$ cat config.mk
export PLATFORM = sky130hd
export DESIGN_NAME = chip8_draw_seq_flat
export DESIGN_NICKNAME = d
export VERILOG_FILES = /design/src/rtl/chip8_draw_seq_pkg.sv /design/src/rtl/chip8_draw_seq_if.sv /design/src/rtl/chip8_draw_seq.sv /design/src/flat_wrapper.sv
export SDC_FILE = /design/constraint.sdc
export NUM_CORES = 1
export LEC_CHECK = 0
export CAP_MARGIN = 20
export CORE_MARGIN = 4
export CORE_UTILIZATION = 35
export CTS_BUF_LIST = sky130_fd_sc_hd__clkbuf_2
export DETAILED_ROUTE_END_ITERATION = 16
export GPL_TIMING_DRIVEN = 0
export PLACE_DENSITY_LB_ADDON = 0.12
export SYNTH_ARGS = -nofsm -noshare
export SYNTH_HDL_FRONTEND = slang
export SYNTH_SLANG_ARGS = --single-unit
$ cat constraint.sdc
create_clock -name clk -period 2.4 [get_ports clk]
set_clock_uncertainty 0.1 [all_clocks]
set_input_delay 0.24 -clock clk [delete_from_list [all_inputs] [get_ports clk]]
set_output_delay 0.24 -clock clk [all_outputs]
set_load 0.02 [all_outputs]
$ cat src/rtl/chip8_draw_seq_pkg.sv
`default_nettype none
// ============================================================================
//  Module      : chip8_draw_seq_pkg
//  Description : Shared constants and state encoding for the CHIP-8 DXYN
//                sprite-draw sequencer.
//                  CHIP8_ADDR_W : memory address width (12)
//                  CHIP8_DISP_W : display width in pixels (64)
//                  CHIP8_DISP_H : display height in pixels (32)
//                  draw_seq_state_t : 3-bit FSM state encoding
//  Revision    : 1.0 - initial release
// ============================================================================
package chip8_draw_seq_pkg;

    localparam int CHIP8_ADDR_W = 12;
    localparam int CHIP8_DISP_W = 64;
    localparam int CHIP8_DISP_H = 32;

    typedef enum logic [2:0] {
        IDLE = 3'd0,
        REQ  = 3'd1,
        WAIT = 3'd2,
        DRAW = 3'd3,
        DONE = 3'd4
    } draw_seq_state_t;

endpackage : chip8_draw_seq_pkg
`default_nettype wire

$ cat src/rtl/chip8_draw_seq_if.sv
`default_nettype none
// ============================================================================
//  Module      : chip8_draw_seq_if
//  Description : Memory-read and display-draw signals of the sprite-draw
//                sequencer.
//                  mem_req/mem_addr/mem_gnt/mem_rdata : arbiter read port
//                  draw/draw_x/draw_y/draw_row_index/sprite_data : display
//                  collision : display collision for the current draw cycle
//                master = sequencer side, slave = memory/display side.
//  Revision    : 1.0 - initial release
// ============================================================================
interface chip8_draw_seq_if
    import chip8_draw_seq_pkg::*;
#(
    parameter int ADDR_W = CHIP8_ADDR_W
) ();

    logic              mem_req;
    logic [ADDR_W-1:0] mem_addr;
    logic              mem_gnt;
    logic [7:0]        mem_rdata;

    logic              draw;
    logic [5:0]        draw_x;
    logic [4:0]        draw_y;
    logic [3:0]        draw_row_index;
    logic [7:0]        sprite_data;
    logic              collision;

    modport master (
        output mem_req, mem_addr, draw, draw_x, draw_y, draw_row_index, sprite_data,
        input  mem_gnt, mem_rdata, collision
    );

    modport slave (
        input  mem_req, mem_addr, draw, draw_x, draw_y, draw_row_index, sprite_data,
        output mem_gnt, mem_rdata, collision
    );

endinterface : chip8_draw_seq_if
`default_nettype wire

$ cat src/rtl/chip8_draw_seq.sv
`default_nettype none
// ============================================================================
//  Module      : chip8_draw_seq
//  Description : Sequences one CHIP-8 DXYN sprite draw. Fetches N sprite
//                bytes starting at I, presents them row by row to the display
//                unit and ORs the per-row collision flags into vf_out.
//  Ports       : clk, reset (async, active-high)
//                start, x_in, y_in, n_in, i_addr : draw request from the CPU
//                busy, done, vf_out              : status back to the CPU
//                bus (chip8_draw_seq_if.master)  : memory port + display port
//  Options     : DRAW_SEQ_WRAP_EN - rows below the bottom edge wrap to the
//                top. Undefined (default): those rows and all later ones are
//                skipped (original CHIP-8 clipping).
//  Revision    : 1.0 - initial release
// ============================================================================
module chip8_draw_seq
    import chip8_draw_seq_pkg::*;
#(
    parameter int ADDR_W = CHIP8_ADDR_W,
    parameter int DISP_W = CHIP8_DISP_W,
    parameter int DISP_H = CHIP8_DISP_H
) (
    input  wire logic              clk,
    input  wire logic              reset,
    input  wire logic              start,
    input  wire logic [7:0]        x_in,
    input  wire logic [7:0]        y_in,
    input  wire logic [3:0]        n_in,
    input  wire logic [ADDR_W-1:0] i_addr,
    output logic                   busy,
    output logic                   done,
    output logic                   vf_out,
    chip8_draw_seq_if.master       bus
);

    localparam logic [7:0] c_disp_w8 = 8'(DISP_W);
    localparam logic [7:0] c_disp_h8 = 8'(DISP_H);
    localparam logic [5:0] c_disp_h6 = 6'(DISP_H);

    draw_seq_state_t   r_state;
    draw_seq_state_t   w_state_nxt;

    logic [5:0]        r_x0;
    logic [4:0]        r_y0;
    logic [3:0]        r_n;
    logic [3:0]        r_row;
    logic [ADDR_W-1:0] r_base;
    logic [ADDR_W-1:0] r_mem_addr;
    logic [7:0]        r_sprite;
    logic [5:0]        r_draw_x;
    logic [4:0]        r_draw_y;
    logic [3:0]        r_draw_row;
    logic              r_vf;

    logic              w_mem_req;
    logic              w_draw;
    logic              w_done;
    logic              w_clip;
    logic [3:0]        w_row_inc;
    logic [5:0]        w_row_off;
    logic [4:0]        w_row_y;

    assign w_row_inc = r_row + 4'd1;
    // y0 < DISP_H and row <= 15, so 6 bits hold the unreduced sum.
    assign w_row_off = {1'b0, r_y0} + {2'b00, r_row};
    assign w_row_y   = 5'(w_row_off % c_disp_h6);

`ifdef DRAW_SEQ_WRAP_EN
    assign w_clip = 1'b0;
`else
    // The next row falls off the bottom edge: stop the sprite there.
    logic [5:0] w_next_off;
    assign w_next_off = w_row_off + 6'd1;
    assign w_clip     = (w_next_off >= c_disp_h6);
`endif

    // ------------------------------------------------------------------
    // State register
    // ------------------------------------------------------------------
    always_ff @(posedge clk or posedge reset) begin
        if (reset) begin
            r_state <= IDLE;
        end else begin
            r_state <= w_state_nxt;
        end
    end

    // ------------------------------------------------------------------
    // Next-state and strobe decode. Strobes decode the state register
    // only, so they drop together with it on an asynchronous reset.
    // ------------------------------------------------------------------
    always_comb begin
        w_state_nxt = r_state;
        w_mem_req   = 1'b0;
        w_draw      = 1'b0;
        w_done      = 1'b0;
        case (r_state)
            IDLE: begin
                if (start) begin
                    w_state_nxt = (n_in == 4'd0) ? DONE : REQ;
                end
            end
            REQ: begin
                w_mem_req = 1'b1;
                if (bus.mem_gnt) begin
                    w_state_nxt = WAIT;
                end
            end
            WAIT: begin
                w_state_nxt = DRAW;
            end
            DRAW: begin
                w_draw = 1'b1;
                if ((w_row_inc == r_n) || w_clip) begin
                    w_state_nxt = DONE;
                end else begin
                    w_state_nxt = REQ;
                end
            end
            DONE: begin
                w_done      = 1'b1;
                w_state_nxt = IDLE;
            end
            default: begin
                w_state_nxt = IDLE;
            end
        endcase
    end

    // ------------------------------------------------------------------
    // Datapath: request latch, row counter, address and draw registers.
    // ------------------------------------------------------------------
    always_ff @(posedge clk or posedge reset) begin
        if (reset) begin
            r_x0       <= '0;
            r_y0       <= '0;
            r_n        <= '0;
            r_row      <= '0;
            r_base     <= '0;
            r_mem_addr <= '0;
            r_sprite   <= '0;
            r_draw_x   <= '0;
            r_draw_y   <= '0;
            r_draw_row <= '0;
            r_vf       <= 1'b0;
        end else begin
            case (r_state)
                IDLE: begin
                    if (start) begin
                        r_x0       <= 6'(x_in % c_disp_w8);
                        r_y0       <= 5'(y_in % c_disp_h8);
                        r_n        <= n_in;
                        r_base     <= i_addr;
                        r_mem_addr <= i_addr;
                        r_row      <= '0;
                        r_vf       <= 1'b0;
                    end
                end
                WAIT: begin
                    // Read data is valid exactly one cycle after acceptance.
                    r_sprite   <= bus.mem_rdata;
                    r_draw_x   <= r_x0;
                    r_draw_y   <= w_row_y;
                    r_draw_row <= r_row;
                end
                DRAW: begin
                    r_vf       <= r_vf | bus.collision;
                    r_row      <= w_row_inc;
                    r_mem_addr <= r_base + ADDR_W'(w_row_inc);
                end
                default: begin
                end
            endcase
        end
    end

    assign bus.mem_req        = w_mem_req;
    assign bus.mem_addr       = r_mem_addr;
    assign bus.draw           = w_draw;
    assign bus.draw_x         = r_draw_x;
    assign bus.draw_y         = r_draw_y;
    assign bus.draw_row_index = r_draw_row;
    assign bus.sprite_data    = r_sprite;

    assign busy   = (r_state != IDLE);
    assign done   = w_done;
    assign vf_out = r_vf;

endmodule : chip8_draw_seq
`default_nettype wire

$ cat src/flat_wrapper.sv
// flat-port wrapper written by rule: the top's interface ports become plain ports
module chip8_draw_seq_flat import chip8_draw_seq_pkg::*;
#(
    parameter int ADDR_W = CHIP8_ADDR_W,
    parameter int DISP_W = CHIP8_DISP_W,
    parameter int DISP_H = CHIP8_DISP_H
)
  (clk, reset, start, x_in, y_in, n_in, i_addr, busy, done, vf_out, bus_mem_req, bus_mem_addr, bus_draw, bus_draw_x, bus_draw_y, bus_draw_row_index, bus_sprite_data, bus_mem_gnt, bus_mem_rdata, bus_collision);
  chip8_draw_seq_if #(.ADDR_W(ADDR_W)) bus_i ();
  input  wire logic clk;
  input  wire logic reset;
  input  wire logic start;
  input  wire logic [7:0] x_in;
  input  wire logic [7:0] y_in;
  input  wire logic [3:0] n_in;
  input  wire logic [ADDR_W-1:0] i_addr;
  output logic busy;
  output logic done;
  output logic vf_out;
  output wire logic [$bits(bus_i.mem_req)-1:0] bus_mem_req;
  output wire logic [$bits(bus_i.mem_addr)-1:0] bus_mem_addr;
  output wire logic [$bits(bus_i.draw)-1:0] bus_draw;
  output wire logic [$bits(bus_i.draw_x)-1:0] bus_draw_x;
  output wire logic [$bits(bus_i.draw_y)-1:0] bus_draw_y;
  output wire logic [$bits(bus_i.draw_row_index)-1:0] bus_draw_row_index;
  output wire logic [$bits(bus_i.sprite_data)-1:0] bus_sprite_data;
  input wire logic [$bits(bus_i.mem_gnt)-1:0] bus_mem_gnt;
  input wire logic [$bits(bus_i.mem_rdata)-1:0] bus_mem_rdata;
  input wire logic [$bits(bus_i.collision)-1:0] bus_collision;
  assign bus_mem_req = bus_i.mem_req;
  assign bus_mem_addr = bus_i.mem_addr;
  assign bus_draw = bus_i.draw;
  assign bus_draw_x = bus_i.draw_x;
  assign bus_draw_y = bus_i.draw_y;
  assign bus_draw_row_index = bus_i.draw_row_index;
  assign bus_sprite_data = bus_i.sprite_data;
  assign bus_i.mem_gnt = bus_mem_gnt;
  assign bus_i.mem_rdata = bus_mem_rdata;
  assign bus_i.collision = bus_collision;
  chip8_draw_seq #(.ADDR_W(ADDR_W), .DISP_W(DISP_W), .DISP_H(DISP_H)) u_core (.clk(clk), .reset(reset), .start(start), .x_in(x_in), .y_in(y_in), .n_in(n_in), .i_addr(i_addr), .busy(busy), .done(done), .vf_out(vf_out), .bus(bus_i));
endmodule
Yosys cells after proc, flatten, opt, wreduce, memory -nomap -nowiden

Cells that the tools add are included.

Div/mod/pow operators: 0
Equality and inequality tests: 7
Shift-type cells: 0
Bitwise logic cells: 1
Reductions and logical operators: 8
Multiplexer cells: 14
$mul: 0
Add/subtract/negate cells: 4
$lt $le $gt $ge: 1

Operators by type and width:

| cell                                                     | count |
|---|---|
| case mux 12 bit (2 select lines)                         | 1 |
| adder 12 x 4 -> 12 bit                                   | 1 |
| 2-to-1 mux 12 bit                                        | 1 |
| 2-to-1 mux 3 bit                                         | 4 |
| case mux 3 bit (4 select lines)                          | 1 |
| case mux 4 bit (2 select lines)                          | 1 |
| adder 5 x 4 -> 6 bit                                     | 1 |
| adder 6 x 1 -> 6 bit, second input constant              | 1 |
| == test 3 x 2 -> 1 bit, second input constant            | 2 |
| greater-or-equal comparator 6 bit, second input constant | 1 |
| AND reduction 2 bit                                      | 3 |
| adder 4 x 1 -> 4 bit, second input constant              | 1 |
| == test 4 bit                                            | 1 |
| logical NOT 4 bit                                        | 1 |
| 2-to-1 mux 1 bit                                         | 4 |
| 2-to-1 mux 4 bit                                         | 1 |
| != test 2 bit, second input constant                     | 2 |
| == test 3 x 1 -> 1 bit, second input constant            | 1 |
| == test 3 bit, second input constant                     | 1 |
| logical NOT 3 bit                                        | 1 |
| nonzero test 3 bit                                       | 1 |
| case mux 1 bit (2 select lines)                          | 1 |
| nonzero test 2 bit                                       | 1 |
| logical OR 1 bit                                         | 1 |
| OR 1 bit                                                 | 1 |

Logic and storage cells: 47
Input port bits: 45
Bits in read-only memories: 0
Memory bits (writable): 0
Memories: 0
Output and inout bits: 40
Latch bits: 0
Register bits: 70

Longest topological paths before layout

Depth in word-level cells: 6
Mapped depth: 9
Gate-level depth less buffers: 9

Worst setup path before layout

OpenSTA, ideal clock, no wires.

Path kind: register to register
Start: reg u_core.r_row[0]
End: reg u_core.r_mem_addr[10], in the netlist u_core.bus.mem_addr[10]
Data arrival time: 2.079 ns
Required time: 2.169 ns
Setup time: 0.131 ns
Cell stages (with the launch flop): 8
Path slack: 0.089 ns
Path through: dfrtp_1 > ha_1 > fa_1 > a21o_1 > a21oi_1 > and3b_1 > xnor2_1 > a21oi_1

Word-level cells in the longest chain between the ends: 3

RTL lines:

| item                             | line                  | RTL |
|---|---|---|
| from (decl)                      | chip8_draw_seq.sv:46  | `logic [3:0] r_row;` |
| from (signal assigned)           | chip8_draw_seq.sv:168 | `r_row <= w_row_inc;` |
| adder 4 x 1 -> 4 bit             | chip8_draw_seq.sv:63  | `assign w_row_inc = r_row + 4'd1;` |
| adder 12 x 4 -> 12 bit           | chip8_draw_seq.sv:169 | `r_mem_addr <= r_base + ADDR_W'(w_row_inc);` |
| case mux 12 bit (2 select lines) | chip8_draw_seq.sv:147 | `case (r_state)` |
| to (signal assigned)             | chip8_draw_seq.sv:154 | `r_mem_addr <= i_addr;` |
| to (signal assigned)             | chip8_draw_seq.sv:169 |  |
| to (decl)                        | chip8_draw_seq.sv:48  | `logic [ADDR_W-1:0] r_mem_addr;` |

Every way passes these cells.
A chain may end at the register's enable or synchronous reset.

Worst setup path after layout

Start: reg u_core.r_row[0]
End: reg u_core.r_mem_addr[11], in the netlist u_core.bus.mem_addr[11]

The elaborated chain is that of the path after synthesis.

==> impl_summary.txt <==
----------------------------------------------------
[Setup path]
  Worst stage delay on the critical path ... 0.48 ns
  Type of the worst setup path ... reg -> reg
  Critical path arrival ... 2.66 ns
  Critical Path Source Type ... flop
  List of cells traversed by the critical path ... ha_2 > xnor2_2 > inv_2 > ha_4 > a21o_2 > a21oi_4 > or4b_1 > a31oi_1
  Required @ worst endpoint ... about 2.8 ns
  Critical path's slowest cell ... sky130_fd_sc_hd__dfrtp_2
  Category of the worst setup path capture point ... flop
  Crit path max fanout ... 7

[GRT]
  Largest net degree at the start of global routing ... 49
  Sum of overflow across all layers after global routing ... 0
  Number of global-route vias before repair ... 2679
  Global router's overall resource usage ... 15.0%
  Initial antenna violation count ... 0
  Global-route wire length before repair ... 13300 microns

[Yosys]
  Number of library cell types mapped by synthesis ... 51
  Net count after synthesis ... 369
  Number of synthesis warnings ... 0
  Post-synthesis sequential area ratio ... 52.9%
  Number of storage elements in the synthesis netlist ... 70
  Ys flop type ... sky130_fd_sc_hd__dfrtp_1
  Number of synthesized flops with an enable pin ... 0
  Number of cells produced by synthesis ... roughly 310
  Syn_area_per_cell ... 10.6 sq um
  Async set-or-reset flop fraction in the synthesized netlist ... 100%
  Combined area of all synthesized cells ... 0.00331 sq mm

[STA]
  Relative max-transition margin ... about 65%
  Fin crit share ... between 90% and 100%
  Minimum clock period after layout ... between 2 and 2.5 ns
  Final setup viols ... 0
  Number of failing hold endpoints at the final stage ... 0
  Least-Margin Pin Slew ... between 0.5 and 0.6 ns
  Final worst setup slack ... 0.0851 ns
  Final-report max-slew violation count ... 0
  Fmax achieved ... 432 MHz
  RSZ-0062 raised after global routing ... no

[Route]
  Mean number of vias per cell ... 4.72
  Starting DRT DRC Count ... 72
  WL/cell ... 14.5 microns
  Vias ... 2570
  Met3 routed wirelength ... 327 microns
  TritonRoute pass-1 iters ... 4
  Routed length on met1 ... 3810 microns
  Final routed wirelength across all metal layers ... 7880 microns
  Met2 Routed Length ... between 3000 and 4000 microns
  Residual DRC count ... 0
  Antenna Nets Post-Route ... 0
  Top layer in use ... met4

[Finish]
  FF+latch area ... 0.00176 sq mm
  Fin cells ... between 500 and 600
  Net count reported at finish ... ~470
  Relative area change from synthesis to final layout ... 38.1%
  Most common library cell in the layout ignoring fill and taps ... sky130_fd_sc_hd__nand2_1
  Antenna cells ... 0
  Ratio of cells with drive above 1 in the final layout ... approximately 18%
  Count of fill cells added during filler insertion ... about 900
  Area of combinational cells with multiple inputs ... 0.00150 sq mm
  Utilization after layout ... between 40% and 50%
  Most frequent cells in the layout ... sky130_fd_sc_hd__nand2_1, sky130_fd_sc_hd__clkdlybuf4s50_1, sky130_fd_sc_hd__dfrtp_1, sky130_fd_sc_hd__mux2_2, sky130_fd_sc_hd__xnor2_1

[Clock tree]
  # H-tree levels ... 3
  Clock network latency to the later pin of the worst-skew pair ... 0.50 ns
  Total clock buffers created by CTS ... 9
  Sink count of the clock tree ... 70
  Root Buffer Master ... sky130_fd_sc_hd__clkbuf_2
  TritonCTS clock tree ... yes
  Maximum buffer depth of the clock tree ... 2
  Clk pin slew, worst setup/hold paths ... 0.23 ns

[Pwr]
  Cell Pwr Density ... 1360 mW/mm^2
  Leakage power of the design ... about 2.1 nW
  IR Drop Worst-Case VDD ... 0.468 mV

[Die]
  FP Rows ... 35
  Die area ... about 0.011 sq mm
  Die Height ... 105 microns
  Core region area ... 0.00924 sq mm
  Total I/O pin count ... 85
  DIE WIDTH ... 105 microns
  Effective utilization at floorplan ... 35.9%

[Place]
  DPL Wire Length ... 5630 microns
  GPL Wtd Cong ... 0.747
  Pre-CTS setup slack ... -0.212 ns
  Total of buffers placed on input and output ports ... between 70 and 80
  Number of placed instances with taps included ... 522

[Status]
  Outcome ... finished, final reports clean

[Hold path]
  Worst Hold Class ... in -> reg

[Flow run]
  Max-capacitance violation count ... 0

----------------------------------------------------
==> logic make-up after synthesis <==
logic type	count (synthesis)	synth area share [%]
AND/OR/NAND/NOR	122	16.9
buffers and inverters	22	3.25
AO/OA/AOI/OAI	49	10.1
adder cells (fa/ha/maj)	11	4.61
flip-flops	70	52.9
XOR/XNOR	16	4.46
multiplexers	23	7.78
==> stage by stage <==
step	hold slack (ns)	TNS (ns)	power, W	area [sq um]
2_1_floorplan	0.245	0	0.00407	3310
3_3_place_gp	0.352	-74.05	0.00517	4270
3_5_place_dp	0.359	-0.862	0.00521	4300
4_1_cts	0.0991	0	0.00622	4530
5_1_grt	0.126	0	0.00670	4580
6_report	0.156	0	0.00621	4580
==> cell usage after synthesis (2+ instances only) <==
cell type	instances	area (sq um)
sky130_fd_sc_hd__xor2_1	2	17.5
sky130_fd_sc_hd__inv_1	8	30.0
sky130_fd_sc_hd__nand3_1	8	40.0
sky130_fd_sc_hd__a22oi_1	6	45.0
sky130_fd_sc_hd__xnor2_1	13	114
sky130_fd_sc_hd__a21oi_1	8	40.0
sky130_fd_sc_hd__and3_1	4	25.0
sky130_fd_sc_hd__o21ai_0	7	35.0
sky130_fd_sc_hd__o31ai_1	2	15.0
sky130_fd_sc_hd__nand2_1	83	312
sky130_fd_sc_hd__ha_1	9	113
sky130_fd_sc_hd__a211oi_1	4	30.0
sky130_fd_sc_hd__clkbuf_1	4	15.0
sky130_fd_sc_hd__buf_2	5	25.0
sky130_fd_sc_hd__nor2_1	7	26.3
sky130_fd_sc_hd__nand2b_1	2	12.5
sky130_fd_sc_hd__nor3_1	2	10.0
sky130_fd_sc_hd__mux2_2	22	248
sky130_fd_sc_hd__a21o_1	8	60.1
sky130_fd_sc_hd__buf_4	3	22.5
sky130_fd_sc_hd__fa_1	2	40.0
sky130_fd_sc_hd__a31oi_1	4	25.0
sky130_fd_sc_hd__dfrtp_1	70	1750
sky130_fd_sc_hd__and2_1	3	18.8
==> worst paths after layout <==
| path | startpoint | depth (start not counted) | slack [ns] | end |
|---|---|---|---|---|
| worst max-delay path | u_core.r_row[0] | 8 | 0.09 | u_core.bus.mem_addr[11] |
| worst max register to register | u_core.r_row[0] | 8 | 0.09 | u_core.bus.mem_addr[11] |
| min in group asynchronous | reset | 3 | 0.49 | u_core.r_state[1] |
| worst min register to register | u_core.r_x0[0] | 2 | 0.40 | u_core.r_x0[0] |
| worst min-delay path | x_in[3] | 3 | 0.16 | u_core.r_x0[3] |
| max in group asynchronous | reset | 4 | 1.15 | u_core.r_row[1] |
==> flip-flops by register name, summed over array words and instances, names as in the netlist <==
| signal | flops |
|---|---|
| u_core.bus.draw_row_index | 4 |
| u_core.bus.draw_x | 6 |
| u_core.bus.draw_y | 5 |
| u_core.bus.mem_addr | 12 |
| u_core.bus.sprite_data | 8 |
| u_core.r_base | 12 |
| u_core.r_n | 4 |
| u_core.r_row | 4 |
| u_core.r_state | 3 |
| u_core.r_x0 | 6 |
| u_core.r_y0 | 5 |
| u_core.vf_out | 1 |
==> repair_timing <==
item / 4_1_cts / 5_1_grt
resized for setup: 7 / 9
buffers inserted: 4 / 2
pin swaps: 0 / 5
hold buffers: 1 / 0
endpoints found under the hold margin: 22 / 0
endpoints found under the setup margin: 9 / 11
==> final cells by class <==
type,instances,share of cell area (%)
tap,129,3.53
inverter,9,0.847
sequential,70,38.4
buffer,12,1.50
clock inverter,6,2.41
timing repair buffer,87,19.5
multi-input combinational,221,32.8
clock buffer,10,1.09
==> critical path: cells and delay by family, from the launching register on <==
kind | cells | cell delay (ns)
xor+xnor | 1 | 0.24
compound gates | 3 | 0.42
buf+inv | 1 | 0.08
flops | 1 | 0.48
fa+ha+maj | 2 | 0.49
simple gates | 1 | 0.47
==> routing by layer <==
metal	vias to the layer above	global-route usage, %
met4	0	5.34
met5	-	0
met3	9	3.06
met2	53	22.8
li1	1258	-
met1	1250	21.1
==> where the power goes <==
| part | total [W] | switching (W) | internal, W |
|---|---|---|---|
| clock | 0.000892 | 0.000440 | 0.000452 |
| sequential | 0.00208 | 0.000350 | 0.00173 |
| combinational | 0.00324 | 0.00165 | 0.00160 |
Power figures use the tool's default switching activity.
